<file path="config.mk">
export PLATFORM = sky130hd
export DESIGN_NAME = mfe_lcd1602_sequencer
export DESIGN_NICKNAME = d
export VERILOG_FILES = /design/src/rtl/mfe_lcd1602_sequencer.sv
export SDC_FILE = /design/constraint.sdc
export NUM_CORES = 1
export LEC_CHECK = 0
export CORE_AREA = 2 2 155 157
export CTS_BUF_LIST = sky130_fd_sc_hd__clkbuf_2
export CTS_CLUSTER_DIAMETER = 150
export CTS_CLUSTER_SIZE = 30
export DETAILED_ROUTE_END_ITERATION = 12
export DIE_AREA = 0 0 157 159
export GPL_TIMING_DRIVEN = 0
export PLACE_DENSITY = 0.76
export SETUP_SLACK_MARGIN = 0.4
export SLEW_MARGIN = 20
export SYNTH_ARGS = -nofsm -noshare
export SYNTH_HDL_FRONTEND = slang
export SYNTH_SLANG_ARGS = --single-unit
</file>
<file path="constraint.sdc">
create_clock -name clk -period 17 [get_ports clk]
set_clock_uncertainty 0.15 [all_clocks]
set_input_delay 3.4 -clock clk [delete_from_list [all_inputs] [get_ports clk]]
set_output_delay 3.4 -clock clk [all_outputs]
set_load 0.02 [all_outputs]
</file>
<file path="src/rtl/mfe_lcd1602_sequencer.sv">
// rtl/mfe_lcd1602_sequencer.sv - LCD1602 power-up, init and frame sequencer with 32-byte char buffer
// Optional periodic redraw: define MFE_LCD1602_AUTO_REFRESH_EN.
module mfe_lcd1602_sequencer #(
  parameter int PWUP_CYCLES    = 4000000,
  parameter int REFRESH_CYCLES = 2500000,
  parameter int T_WIDTH        = 22
) (
  input  logic       clk,
  input  logic       rst,
  input  logic       wr_en,
  input  logic [4:0] wr_addr,
  input  logic [7:0] wr_data,
  input  logic       refresh,
  output logic       busy,
  output logic       init_done,
  output logic       lcd_cmd,
  output logic [7:0] lcd_dat,
  output logic       lcd_vld,
  output logic       lcd_lwt,
  input  logic       lcd_ready
);

  typedef enum logic [1:0] {S_PWUP, S_ISSUE, S_WAIT, S_IDLE} state_t;

  localparam logic [T_WIDTH-1:0] PWUP_LAST = T_WIDTH'(PWUP_CYCLES - 1);

  if (((PWUP_CYCLES >> T_WIDTH) != 0) || ((REFRESH_CYCLES >> T_WIDTH) != 0)) begin : g_bad_param
    $error("cycle parameter does not fit in T_WIDTH");
  end

  state_t             state_q, state_d;
  logic               mode_q, mode_d;       // 0: INIT, 1: FRAME
  logic [5:0]         idx_q, idx_d;
  logic               pend_q, pend_d;
  logic               init_done_q, init_done_d;
  logic [T_WIDTH-1:0] timer_q, timer_d;
  logic [7:0]         chr_q [32];
  logic               refresh_tick;
  logic               refresh_any;
  logic               last_step;
  logic [4:0]         pos;

`ifdef MFE_LCD1602_AUTO_REFRESH_EN
  localparam logic [T_WIDTH-1:0] REFRESH_LAST = T_WIDTH'(REFRESH_CYCLES - 1);
  logic [T_WIDTH-1:0] ref_cnt_q;

  always_ff @(posedge clk or posedge rst) begin
    if (rst) begin
      ref_cnt_q <= '0;
    end else if (init_done_q) begin
      ref_cnt_q <= (ref_cnt_q == REFRESH_LAST) ? '0 : ref_cnt_q + 1'b1;
    end
  end

  assign refresh_tick = init_done_q && (ref_cnt_q == REFRESH_LAST);
`else
  assign refresh_tick = 1'b0;
`endif

  assign refresh_any = refresh | refresh_tick;
  assign busy        = (state_q != S_IDLE);
  assign init_done   = init_done_q;
  assign lcd_vld     = (state_q == S_ISSUE) && lcd_ready;
  assign last_step   = mode_q ? (idx_q == 6'd33) : (idx_q == 6'd3);
  // Steps 1-16 map to buf[0..15], 18-33 to buf[16..31]; 5-bit wrap keeps the math exact.
  assign pos         = idx_q[4:0] - ((idx_q <= 6'd16) ? 5'd1 : 5'd2);

  always_ff @(posedge clk or posedge rst) begin
    if (rst) begin
      for (int i = 0; i < 32; i++) chr_q[i] <= 8'h20;
    end else if (wr_en) begin
      chr_q[wr_addr] <= wr_data;
    end
  end

  always_comb begin
    lcd_cmd = 1'b1;
    lcd_dat = 8'h00;
    lcd_lwt = 1'b0;
    if (!mode_q) begin
      case (idx_q[1:0])
        2'd0: lcd_dat = 8'h38;
        2'd1: lcd_dat = 8'h0C;
        2'd2: lcd_dat = 8'h06;
        default: begin
          lcd_dat = 8'h01;
          lcd_lwt = 1'b1;
        end
      endcase
    end else if (idx_q == 6'd0) begin
      lcd_dat = 8'h80;
    end else if (idx_q == 6'd17) begin
      lcd_dat = 8'hC0;
    end else begin
      lcd_cmd = 1'b0;
      lcd_dat = chr_q[pos];
    end
  end

  always_ff @(posedge clk or posedge rst) begin
    if (rst) begin
      state_q     <= S_PWUP;
      mode_q      <= 1'b0;
      idx_q       <= '0;
      pend_q      <= 1'b0;
      init_done_q <= 1'b0;
      timer_q     <= '0;
    end else begin
      state_q     <= state_d;
      mode_q      <= mode_d;
      idx_q       <= idx_d;
      pend_q      <= pend_d;
      init_done_q <= init_done_d;
      timer_q     <= timer_d;
    end
  end

  always_comb begin
    state_d     = state_q;
    mode_d      = mode_q;
    idx_d       = idx_q;
    pend_d      = pend_q | (refresh_any && (state_q != S_IDLE));
    init_done_d = init_done_q;
    timer_d     = timer_q;
    case (state_q)
      S_PWUP: begin
        if (timer_q == PWUP_LAST) begin
          state_d = S_ISSUE;
          mode_d  = 1'b0;
          idx_d   = '0;
        end else begin
          timer_d = timer_q + 1'b1;
        end
      end
      S_ISSUE: begin
        if (lcd_ready) state_d = S_WAIT;
      end
      S_WAIT: begin
        if (lcd_ready) begin
          if (!last_step) begin
            idx_d   = idx_q + 6'd1;
            state_d = S_ISSUE;
          end else if (!mode_q) begin
            init_done_d = 1'b1;
            mode_d      = 1'b1;
            idx_d       = '0;
            state_d     = S_ISSUE;
          end else if (pend_q || refresh_any) begin
            pend_d  = 1'b0;
            idx_d   = '0;
            state_d = S_ISSUE;
          end else begin
            state_d = S_IDLE;
          end
        end
      end
      default: begin
        if (refresh_any) begin
          idx_d   = '0;
          state_d = S_ISSUE;
        end
      end
    endcase
  end

endmodule

</file>
---- After elaboration in Yosys (flattened, before gate mapping) ----
Index checks and enable logic that the tools add are counted.
storage, ports and cells
  bits in registers ....................... 289
  output and inout bits ................... 13
  bits of input ports ..................... 18
  word-level logic and storage cells ...... 122
operators by class
  bitwise operators ....................... 6
  multiplexer cells ....................... 41
  reductions and logical operators ........ 16
  equal/unequal tests ..................... 14
  add/subtract/negate cells ............... 3
  order comparisons ....................... 4
operators with widths
  operator                                                                          count
  256-bit bitwise mux                                                               1
  8-bit 2-to-1 mux                                                                  6
  8-bit binary-select mux with 5-bit select                                         1
  8-bit demux with 5-bit select                                                     1
  6-bit 2-to-1 mux                                                                  6
  6-bit case mux with 3 select lines                                                2
  22-bit by 1-bit adder with 22-bit output, second input constant                   1
  22-bit equality test, second input constant                                       1
  2-bit 2-to-1 mux                                                                  8
  1-bit 2-to-1 mux                                                                  14
  6-bit >= comparator, second input constant                                        2
  5-bit inverter with 6-bit output                                                  2
  4-bit AND reduction                                                               3
  2-bit inequality test, second input constant                                      5
  6-bit by 1-bit adder with 6-bit output, second input constant                     1
  6-bit by 2-bit equality test with 1-bit output, second input constant             1
  6-bit by 5-bit equality test with 1-bit output, second input constant             1
  6-bit equality test, second input constant                                        1
  6-bit by 5-bit less-or-equal comparator with 1-bit output, second input constant  1
  6-bit zero test                                                                   1
  6-bit by 1-bit less-than comparator with 1-bit output, second input constant      1
  2-bit case mux with 3 select lines                                                1
  5-bit AND reduction                                                               1
  5-bit by 2-bit subtractor with 5-bit output                                       1
  other kinds (14)                                                                  21

---- Longest topological paths before layout ----
Gate-level depths: netlist (run 1).
  depth after elaboration ................. 10
  mapped depth ............................ 15
  gate-level depth less buffers ........... 13

---- Worst setup path before layout (run 1) ----
OpenSTA, ideal clock, no wires.
  kind .................................... reg2out
  from .................................... register idx_q[1]
  to ...................................... output lcd_dat[0]
  path slack .............................. 9.764 ns
  arrival time ............................ 3.686 ns
  required time ........................... 13.450 ns
  stages on the path, launching flop included .. 14
  path buffers ............................ 2
  path through ............................ dfrtp_1 -> inv_1 -> ha_1 -> nand2_1 -> a21oi_1 -> ha_1 -> inv_1 -> fa_1 -> clkbuf_1 -> clkbuf_1 -> mux4_2 -> mux4_2 -> o2111ai_1 -> o21ai_0
on the way
  word-level cells in the longest chain between the ends .. 10
  elaborated cells between the ends (all ways) .. 16
  classes of those cells .................. 1 x add/sub; 1 x order compare; 3 x eq/ne; 8 x mux; 1 x bitwise; 2 x reduce/logical
RTL lines
  item                                                       line  text
  from (decl)                                                33    logic [5:0] idx_q, idx_d;
  from (signal assigned)                                     111   idx_q <= idx_d;
  6-bit by 5-bit less-or-equal comparator with 1-bit output  66    assign pos = idx_q[4:0] - ((idx_q <= 6'd16) ? 5'd1 : 5'd2);
  2-bit 2-to-1 mux                                           66
  5-bit by 2-bit subtractor with 5-bit output                66
  5-bit inverter with 6-bit output (not written as such)     96    lcd_dat = chr_q[pos];
  8-bit binary-select mux with 5-bit select                  96
  8-bit 2-to-1 mux (not written as such) (2 in series)       96
  8-bit 2-to-1 mux                                           92    end else if (idx_q == 6'd17) begin
  8-bit 2-to-1 mux                                           90    end else if (idx_q == 6'd0) begin
  8-bit 2-to-1 mux (*)                                       80    if (!mode_q) begin
  to (decl)                                                  17    output logic [7:0] lcd_dat,
Mark *: on every way between the ends. The rest lies on a longest branch, timed or not. The select of a mux whose other input is x is not followed.

---- Worst setup path after layout (run 1) ----
  from .................................... register idx_q[4]
  to ...................................... output lcd_dat[1]
on the way
  word-level cells in the longest chain between the ends .. 10
  elaborated cells between the ends (all ways) .. 12
  classes of those cells .................. 1 x add/sub; 1 x order compare; 1 x eq/ne; 7 x mux; 1 x bitwise; 1 x reduce/logical
RTL lines
  item                                                       line
  6-bit by 5-bit less-or-equal comparator with 1-bit output  66
  2-bit 2-to-1 mux                                           66
  5-bit by 2-bit subtractor with 5-bit output                66
  5-bit inverter with 6-bit output (not written as such)     96
  8-bit binary-select mux with 5-bit select                  96
  8-bit 2-to-1 mux (not written as such) (2 in series)       96
  8-bit 2-to-1 mux                                           92
  8-bit 2-to-1 mux (*)                                       90
  8-bit 2-to-1 mux (*)                                       80
Marks and branches as above.

==> results.md, run 1 <==
* Status: finished, final reports clean
* CTS tree: done
* CTS H-tree lvls at 1
* CTS sink count at 289
* 1st-iter DRT viols at 686
* Post-synthesis xor/xnor area fraction at 1.53%
* R2R cell count at 8
* Yosys cell types at 56
* Area delta synth->final at 6.17%
* Top cell family by delay on the critical path: buffers and inverters
* Antenna-violating nets left at 0
* PD cells at 99.1 nW/um^2
* Clock Path Buffers at 3
* Gpl congestion at 0.835
* Total grt overflow at 0
* Synth Area in Simple Gates at 6.68%
* DRC at 0
* Cell Chain, Critical Path: clkbuf_1 > clkbuf_1 > a21oi_1 > ha_1 > inv_1 > fa_1 > clkbuf_1 > clkbuf_1 > clkbuf_1 > mux4_2 > nand2_1 > nand3_1 > o2111ai_1 > o21ai_0 > clkdlybuf4s50_1
* Top cell type's share of synthesized area at 47.0%
* Post-synth EDFFs at 0
* Post-CTS setup buffers at 0
* Hold Crit Depth at 1
* Reg clk slew, reported paths at 0.53 ns
* Worst hold margin at 0.326 ns
* Required time of the critical path at 13.45 ns
* FF+latch count, synth at 289
* Final Cell Area at 14500 um^2
* Comb pwr share at 22.6%
* Crit share post-route at 58.8%
* Area of the multi-input gates at 6140 um^2
* Slew Viols, Final at 0
* CP Max Fanout at 10
* Initial antenna violation count at 1
* Post-Synth Adder-Cell Area at 1.43%
* Worst-margin pin slew at 1.05 ns
* Initial Utilization at 59.1%
* Drt via density at 6.14
* Share of layout cells above drive strength 1 at 40.3%
* Cells after Synth at 957
* Vias post-DR at 8150
* Hold Vio Cnt, Final at 0
* Max-slew headroom at 29.6%
* Yosys top cell by area: dfrtp_1
* Hold Path Class: reg2reg
* Crit path kind: reg2out
* Core area at 23200 um^2
* Fill cells at 1770
* Syn avg cell area at 14.3 um^2
* Chip width at 157 um
* Fraction of registers with async set/reset at 100%
* Port Buffers at 26
* Total of max-cap violations at 0
* Register-to-register setup slack at 14.07 ns
* Fmax at 100 MHz
* Die footprint at 25000 um^2
* CP most frequent cell: clkbuf_1
* Setup repair after global routing missed its margin: no
* Row cnt at 56
* Cell Area, Synth at 13700 um^2
* CP Capture Type: output port
* Clock power frac at 16.6%
* Worst vdd ir at 0.0922 mV
* Crit start category: flip-flop
* Post-DP HPWL at 20.9 mm
* Sequential element share of the synthesized area at 53.1%
* Clock period minus worst slack at 10.00 ns
* Worst path depth at 15
* Vias in the first global route at 8174
* Vertical die dimension at 159 um
* Internal cell power at 1040 uW
* Final worst slack at 7.00 ns
* Drt total wl at 30.3 mm
* Total global-route track usage at 25.2%
* Buf+Inv Stages, Crit Path at 7
* Largest family of logic cells by synthesized area: multiplexers
* Leak at 0.00628 uW
* Sum Neg Setup Slack at 0 ns
* Synthesized Nets at 990
* Endpoints failing setup at 0
* CP max stage cell: clkbuf_1
* Synth warn at 0
* Pre-CTS setup slack at 8.01 ns
* Max stage delay on crit path at 0.64 ns
* Placed standard-cell area at 14400 um^2
* Pin count of the biggest net entering global routing at 101
* Fraction of the mapped netlist area in compound gates at 2.05%
* Net Sw Frac at 27.9%
* Root Driver: clkbuf_2
* Post-cts sizing count at 0
* Register area at 7270 um^2
* Sequential share of power at 60.8%
* Num CTS Buffers at 13
* Global-route wire length before repair at 48.1 mm
* CTS Hold Buffers Added at 0
* Clock latency on the worst-skew pair at 0.89 ns
* DR pass1 iterations at 5
* Sw Pwr at 402 uW
* Ranking of synthesized cells by area: dfrtp_1, mux2_2, mux4_2, dfstp_2, nand2_1
* Avg WL per Cell at 22.8 um
* Synth Flop Type: dfrtp_1
* I/O pin count at 31
* Total Nets Final at 1033
* Design Power at 1440 uW
* Post-synthesis mux area share at 33.1%
* Worst EP arrival at 6.45 ns
[sequential cells by signal, indices dropped and copies added, names as in the netlist]
| name | cells |
|---|---|
| idx_q | 6 |
| mode_q | 1 |
| timer_q | 22 |
| state_q | 2 |
| chr_q | 256 |
| pend_q | 1 |
| init_done | 1 |
[cells in the mapped netlist (4+ instances only)]
library cell	instances
dfstp_2	32
dfrtp_1	257
nand3_1	26
nor3_1	8
mux4_2	72
nor3b_1	5
inv_1	13
clkbuf_1	45
and3_1	7
nand3b_1	4
o31ai_1	4
xnor2_1	17
nand2_1	70
buf_2	8
mux2_2	257
ha_1	14
nor2b_1	5
nor2_1	33
xor2_1	7
o21ai_0	12
nand4_1	7
o2111ai_1	6
[path summary, 6_finish.rpt]
check                            start          end
min                        timer_q[21]  timer_q[21]
max                           idx_q[4]   lcd_dat[1]
max reg2reg                 timer_q[0]     idx_q[5]
min in group asynchronous          rst   chr_q[195]
max in group asynchronous          rst   chr_q[237]
min reg2reg                timer_q[21]  timer_q[21]
[layout make-up]
| type | count | share of cell area [%] |
|---|---|---|
| sequential | 289 | 50.0 |
| multi-input combinational | 598 | 42.2 |
| tap | 319 | 2.75 |
| timing repair buffer | 28 | 2.17 |
| buffer | 57 | 1.64 |
| clock buffer | 20 | 0.688 |
| inverter | 13 | 0.387 |
| clock inverter | 2 | 0.138 |
| antenna | 1 | 0.0172 |
[power by group through the flow]
stage	Clock (uW)	Combinational [uW]	Sequential (uW)
final	239	326	876
after global routing	266	350	892
after CTS	242	327	875
after detailed placement	0	327	886
after global placement	0	316	881
after floorplan	0	251	866
[worst reg2reg max path, stage by stage (launching register included)]
cell,delay (ns)
dfrtp_1,0.51
ha_1,0.19
nand3_1,0.12
or3_1,0.39
o21a_1,0.25
or4_4,0.55
buf_6,0.15
or2_4,0.26
o41ai_2,0.29
[cell families (layout without fill, tap and decap cells)]
group / count (synthesis) / count (layout)
buffers and inverters: 70 / 120
DFF: 289 / 289
xor gates and xnor gates: 24 / 24
other: 0 / 1
and+or+nand+nor: 188 / 188
AOI/OAI and AO/OA: 40 / 40
adders and majority gates: 15 / 15
muxes: 331 / 331
[per-stage QoR]
| stage | utilization (%) | cells |
|---|---|---|
| after floorplan | - | 957 |
| after CTS | 62.7 | 1326 |
| after global routing | 62.7 | 1327 |
| final | 62.7 | 1327 |
| after global placement | 61.9 | 1302 |
| after detailed placement | 62.2 | 1304 |
[routing by layer]
layer  global-route usage [%]  vias up  share of wire [%]
li1                         -     3570                  -
met1                     39.0     4318                 46
met2                     38.4      224                 46
met3                     3.86       38                6.2
met4                     5.21        0                2.5
met5                        0        -                  0
[layout by cell type (no fill, tap or decap), types with 8 or more instances in the layout]
cell / netlist / routed
clkdlybuf4s50_1: 0 / 26
xnor2_1: 17 / 17
inv_1: 13 / 12
nand3_1: 26 / 26
clkbuf_2: 0 / 20
nand2_1: 70 / 70
clkbuf_1: 45 / 45
mux2_2: 257 / 257
nor2_1: 33 / 33
buf_2: 8 / 8
dfstp_2: 32 / 32
dfrtp_1: 257 / 257
o21ai_0: 12 / 12
mux4_2: 72 / 72
ha_1: 14 / 14
nor3_1: 8 / 8
Power figures use the tool's default switching activity.
==> inputs of run 2 (changes only) <==
--- a/config.mk
+++ b/config.mk
@@ -5,14 +5,14 @@
 export SDC_FILE = /design/constraint.sdc
 export NUM_CORES = 1
 export LEC_CHECK = 0
-export CORE_AREA = 2 2 155 157
+export CORE_AREA = 2 2 157 159
 export CTS_BUF_LIST = sky130_fd_sc_hd__clkbuf_2
 export CTS_CLUSTER_DIAMETER = 150
 export CTS_CLUSTER_SIZE = 30
 export DETAILED_ROUTE_END_ITERATION = 12
-export DIE_AREA = 0 0 157 159
+export DIE_AREA = 0 0 159 161
 export GPL_TIMING_DRIVEN = 0
-export PLACE_DENSITY = 0.76
+export PLACE_DENSITY = 0.78
 export SETUP_SLACK_MARGIN = 0.4
 export SLEW_MARGIN = 20
 export SYNTH_ARGS = -nofsm -noshare
==> constraint.sdc (replaced) <==
create_clock -name clk -period 8.2 [get_ports clk]
set_clock_uncertainty 0.15 [all_clocks]
set_input_delay 1.64 -clock clk [delete_from_list [all_inputs] [get_ports clk]]
set_output_delay 1.64 -clock clk [all_outputs]
set_load 0.02 [all_outputs]
==> run 2 against run 1 <==
Against the previous run: critical path depth down 1; non-clock buffer count up 7; power increased by 110%; register-to-register slack worse by 8.7 ns; critical endpoint unchanged; via count grew 0.26%; die area grew 2.5%; largest cell class unchanged; clock power is 110% higher; setup slack got worse by 6.3 ns.
==> results.md, run 2 (same netlist as run 1, synthesis figures left out) <==
* Register area at 7270 um^2
* Most frequent cells in the layout: mux2_2, dfrtp_1, mux4_2, nand2_1, clkbuf_1
* Sum Neg Setup Slack at 0 ns
* Hold Vio Cnt, Final at 0
* Top reg by flops: chr_q
* Crit start category: flip-flop
* Num CTS Buffers at 13
* Fmax at 133 MHz
* CP Capture Type: output port
* Cell Chain, Critical Path: inv_1 > ha_1 > nand2_1 > a21oi_2 > ha_1 > inv_1 > fa_1 > clkbuf_2 > clkbuf_4 > mux4_2 > mux4_2 > o2111ai_1 > o21ai_0 > clkdlybuf4s50_1
* Most common cell after layout, fill and taps aside: mux2_2
* Max stage delay on crit path at 0.59 ns
* Max-slew headroom at 27.5%
* Leak at 0.00636 uW
* I/O pin count at 31
* CTS sink count at 289
* Total Nets Final at 1040
* Area delta synth->final at 7.33%
* Status: finished, final reports clean
* Slew Viols, Final at 0
* Worst EP arrival at 5.72 ns
* Worst hold margin at 0.331 ns
* DRC at 0
* Vias post-DR at 8171
* Row cnt at 57
* Initial Utilization at 57.2%
* Total grt overflow at 0
* Gpl congestion at 0.843
* Buf+Inv Stages, Crit Path at 5
* Hold EP: timer_q[21]
* Reg clk slew, reported paths at 0.56 ns
* Drt via density at 6.10
* Required time of the critical path at 6.41 ns
* Initial antenna violation count at 1
* Clock period minus worst slack at 7.51 ns
* Root Driver: clkbuf_2
* Crit share post-route at 91.6%
* Core area at 24000 um^2
* Largest regs: chr_q x256, timer_q x22, idx_q x6
* Critical R2R Capture: idx_q[5]
* DR pass1 iterations at 5
* Worst vdd ir at 0.188 mV
* CP max stage cell: dfrtp_2
* CTS H-tree lvls at 1
* CTS tree: done
* 1st-iter DRT viols at 611
* Port Buffers at 26
* Top cell family by delay on the critical path: buffers and inverters
* Fill cells at 1872
* Endpoints failing setup at 0
* Crit. Startpoint: idx_q[0]
* Crit path kind: reg2out
* Setup repair after global routing missed its margin: no
* Avg WL per Cell at 23.0 um
* Total of max-cap violations at 0
* Pre-CTS setup slack at 0.998 ns
* Number of flip-flops in the largest register at 256
* Register-to-register setup slack at 5.35 ns
* Worst-margin pin slew at 1.08 ns
* Vias in the first global route at 8439
* Hold Path Class: reg2reg
* Hold Crit Depth at 1
* Pin count of the biggest net entering global routing at 36
* Global-route wire length before repair at 49.0 mm
* CP Max Fanout at 10
* Hold Startpoint: timer_q[21]
* Final worst slack at 0.692 ns
* Drt total wl at 30.8 mm
* Die footprint at 25600 um^2
* PD cells at 204 nW/um^2
* Post-DP HPWL at 21.9 mm
* Share of layout cells above drive strength 1 at 41.8%
* Clock latency on the worst-skew pair at 0.98 ns
* Total global-route track usage at 24.7%
* Area of the multi-input gates at 6140 um^2
* Reg2reg start: timer_q[0]
* R2R cell count at 8
* Chip width at 159 um
* Antenna-violating nets left at 0
* Vertical die dimension at 161 um
* Clock Path Buffers at 3
[run 2: per-layer routing]
| metal | GRT usage (%) | share of wire [%] |
|---|---|---|
| met5 | 0 | 0 |
| met4 | 7.11 | 2.9 |
| met3 | 3.78 | 5.4 |
| met2 | 39.5 | 47 |
| met1 | 35.9 | 45 |
[run 2: power by group]
part	switching, uW	internal, uW
clock	427	67.4
combinational	290	395
sequential	122	1700
[run 2: timing repair]
item,4_1_cts,5_1_grt
pin swaps,0,0
gates resized for setup,8,8
hold buffers,0,0
hold endpoints to repair,0,0
endpoints found under the setup margin,8,6
buffers inserted,0,0
[run 2: how the worst max path moves through the flow]
stage	endpoint	slack [ns]	cells after the start
final	lcd_dat[1]	0.69	14
after floorplan	chr_q[0]	2.60	1
after detailed placement	lcd_dat[1]	1.0	16
after global placement	chr_q[41]	0.58	2
after global routing	lcd_dat[1]	0.42	14
after CTS	lcd_dat[3]	0.41	16
[run 2: final cells by class]
class / count / area share (%)
tap: 324 / 2.76
multi-input combinational: 598 / 41.8
clock buffer: 20 / 0.681
timing repair buffer: 35 / 3.05
buffer: 57 / 1.74
inverter: 13 / 0.358
clock inverter: 2 / 0.136
sequential: 289 / 49.5
antenna: 1 / 0.0170
[run 2: through the flow]
stage	cells	area, um^2	util, %	power (uW)
after detailed placement	1316	14600	60.7	2530
after floorplan	957	13700	-	2320
after global routing	1339	14700	61.3	3140
final	1339	14700	61.3	3000
after global placement	1307	14400	59.9	2480
after CTS	1338	14700	61.3	3010
==> inputs of run 3 (changes only) <==
--- a/config.mk
+++ b/config.mk
@@ -5,14 +5,14 @@
 export SDC_FILE = /design/constraint.sdc
 export NUM_CORES = 1
 export LEC_CHECK = 0
-export CORE_AREA = 2 2 157 159
+export CAP_MARGIN = 10
+export CORE_AREA = 2 2 201 203
 export CTS_BUF_LIST = sky130_fd_sc_hd__clkbuf_2
 export CTS_CLUSTER_DIAMETER = 150
 export CTS_CLUSTER_SIZE = 30
 export DETAILED_ROUTE_END_ITERATION = 12
-export DIE_AREA = 0 0 159 161
+export DIE_AREA = 0 0 203 205
 export GPL_TIMING_DRIVEN = 0
-export PLACE_DENSITY = 0.78
 export SETUP_SLACK_MARGIN = 0.4
 export SLEW_MARGIN = 20
 export SYNTH_ARGS = -nofsm -noshare
==> run 3 against run 2 <==
Against the previous run: critical path depth fell by 1; via count fell by 0.77%; register-to-register slack got worse by 0.03 ns; utilization fell by 23 points; die area rose by 63%; critical endpoint is now lcd_dat[2].
==> results.md, run 3 (same netlist as run 1, synthesis figures left out) <==
* Max stage delay on crit path at 0.59 ns
* Total of max-cap violations at 0
* Worst EP arrival at 5.72 ns
* Pin count of the biggest net entering global routing at 35
* Global-route wire length before repair at 52.1 mm
* Setup repair after global routing missed its margin: no
* Total Nets Final at 1043
* Vias in the first global route at 8470
* CP Max Fanout at 10
* Cell Chain, Critical Path: clkbuf_1 > clkbuf_2 > a21oi_1 > ha_1 > inv_1 > fa_1 > clkbuf_2 > buf_4 > mux4_2 > mux4_2 > o2111ai_1 > o21ai_0 > clkdlybuf4s50_1
* CTS sink count at 289
* Internal cell power at 2160 uW
* Clock period minus worst slack at 7.51 ns
* Clock latency on the worst-skew pair at 0.92 ns
* Worst-margin pin slew at 1.15 ns
* Gpl congestion at 0.808
* CTS tree: done
* Reg2reg start: timer_q[0]
* Critical R2R Capture: idx_q[5]
* DRC at 0
* Number of flip-flops in the largest register at 256
* Hold Vio Cnt, Final at 0
* Total global-route track usage at 16.4%
* Die footprint at 41600 um^2
* PD cells at 200 nW/um^2
* Worst vdd ir at 0.114 mV
* Most common cell after layout, fill and taps aside: mux2_2
* Fmax at 133 MHz
* CTS H-tree lvls at 1
* Reg clk slew, reported paths at 0.58 ns
* Root Driver: clkbuf_2
* CP Capture Type: output port
* Drt via density at 5.26
* Non-Filler Instances at 1541
* Share of layout cells above drive strength 1 at 42.0%
* R2R cell count at 8
* Largest regs: chr_q x256, timer_q x22, idx_q x6
* CP max stage cell: clkdlybuf4s50_1
* Num CTS Buffers at 13
* Register-to-register setup slack at 5.32 ns
* Required time of the critical path at 6.41 ns
* Net Sw Frac at 28.2%
* Vertical die dimension at 205 um
* Initial antenna violation count at 2
* Leak at 0.00638 uW
* Status: finished, final reports clean
* Post-DP HPWL at 23.1 mm
* Hold Path Class: reg2reg
* Crit. Startpoint: idx_q[4]
* Vias post-DR at 8108
* 1st-iter DRT viols at 624
* Avg WL per Cell at 21.4 um
* CP endpoint: lcd_dat[2]
* Antenna-violating nets left at 0
* I/O pin count at 31
* Fill cells at 3756
* Row cnt at 73
* Area delta synth->final at 9.50%
* Comb pwr share at 23.1%
* Top reg by flops: chr_q
* Chip width at 203 um
* Clock Path Buffers at 3
* Max-slew headroom at 23.4%
* Sequential share of power at 60.4%
* Drt total wl at 32.9 mm
* DR pass1 iterations at 5
* Core area at 39400 um^2
* Clock power frac at 16.5%
* Slew Viols, Final at 0
* Crit share post-route at 91.6%
* Initial Utilization at 34.8%
* Endpoints failing setup at 0
* Crit start category: flip-flop
* Crit path kind: reg2out
* Placed cells at 1518
* Sum Neg Setup Slack at 0 ns
* Most frequent cells in the layout: mux2_2, dfrtp_1, mux4_2, nand2_1, clkbuf_1
* Port Buffers at 26
* Sw Pwr at 846 uW
* Total grt overflow at 0
* Design Power at 3000 uW
-- run 3: power by group through the flow --
| stage | registers [uW] | logic, uW | clock network [uW] |
|---|---|---|---|
| floorplan | 1800 | 521 | 0 |
| global placement | 1830 | 672 | 0 |
| detailed placement | 1840 | 698 | 0 |
| CTS | 1810 | 699 | 524 |
| global route | 1850 | 752 | 574 |
| finish | 1810 | 695 | 496 |
-- run 3: final cells by class --
type / instances / area [um^2] / area share, %
antenna: 1 / 2.50 / 0.0167
buffer: 57 / 268 / 1.79
clock buffer: 18 / 90.1 / 0.601
clock inverter: 2 / 20.0 / 0.133
inverter: 13 / 52.6 / 0.350
multi-input combinational: 598 / 6140 / 41.0
sequential: 289 / 7270 / 48.5
tap: 525 / 657 / 4.38
timing repair buffer: 38 / 490 / 3.27
-- run 3: metrics by stage --
stage / utilization, % / area, um^2 / hold slack [ns] / setup slack (ns)
6_report: 38.1 / 15000 / 0.347 / 0.688
5_1_grt: 38.1 / 15000 / 0.396 / 0.412
4_1_cts: 38.0 / 15000 / 0.358 / 0.425
3_5_place_dp: 37.7 / 14800 / 0.315 / 0.736
3_3_place_gp: 37.1 / 14600 / 0.307 / 0.452
2_1_floorplan: - / 13700 / 0.284 / 2.60
-- run 3: critical path, delay by kind of cell, from the launching register on --
kind	cells	cell delay, ns
buf+inv	6	1.74
mux	2	0.95
compound gates	3	0.90
fa+ha+maj	2	0.71
flops	1	0.49
-- run 3: how the worst min path moves through the flow --
| stage | from | to | slack [ns] | cells past startpoint |
|---|---|---|---|---|
| 2_1_floorplan | timer_q[21] | timer_q[21] | 0.28 | 1 |
| 3_3_place_gp | timer_q[21] | timer_q[21] | 0.31 | 1 |
| 3_5_place_dp | init_done | init_done | 0.32 | 1 |
| 4_1_cts | timer_q[21] | timer_q[21] | 0.36 | 1 |
| 5_1_grt | timer_q[21] | timer_q[21] | 0.40 | 1 |
| 6_report | timer_q[21] | timer_q[21] | 0.35 | 1 |
-- run 3: timing repair --
action                                  CTS  global route
gates cloned                              0             0
hold buffers                              0             0
setup buffers                             0             2
endpoints found under the setup margin    8             7
gates resized for setup                   8            18
-- run 3: per-layer routing --
metal | GRT usage [%] | vias to the layer above | routed length (um)
met1 | 24.3 | 4334 | 16300
met4 | 3.57 | 2 | 725
met2 | 25.1 | 141 | 14500
met5 | 0 | - | 13
li1 | - | 3594 | -
met3 | 2.69 | 37 | 1350
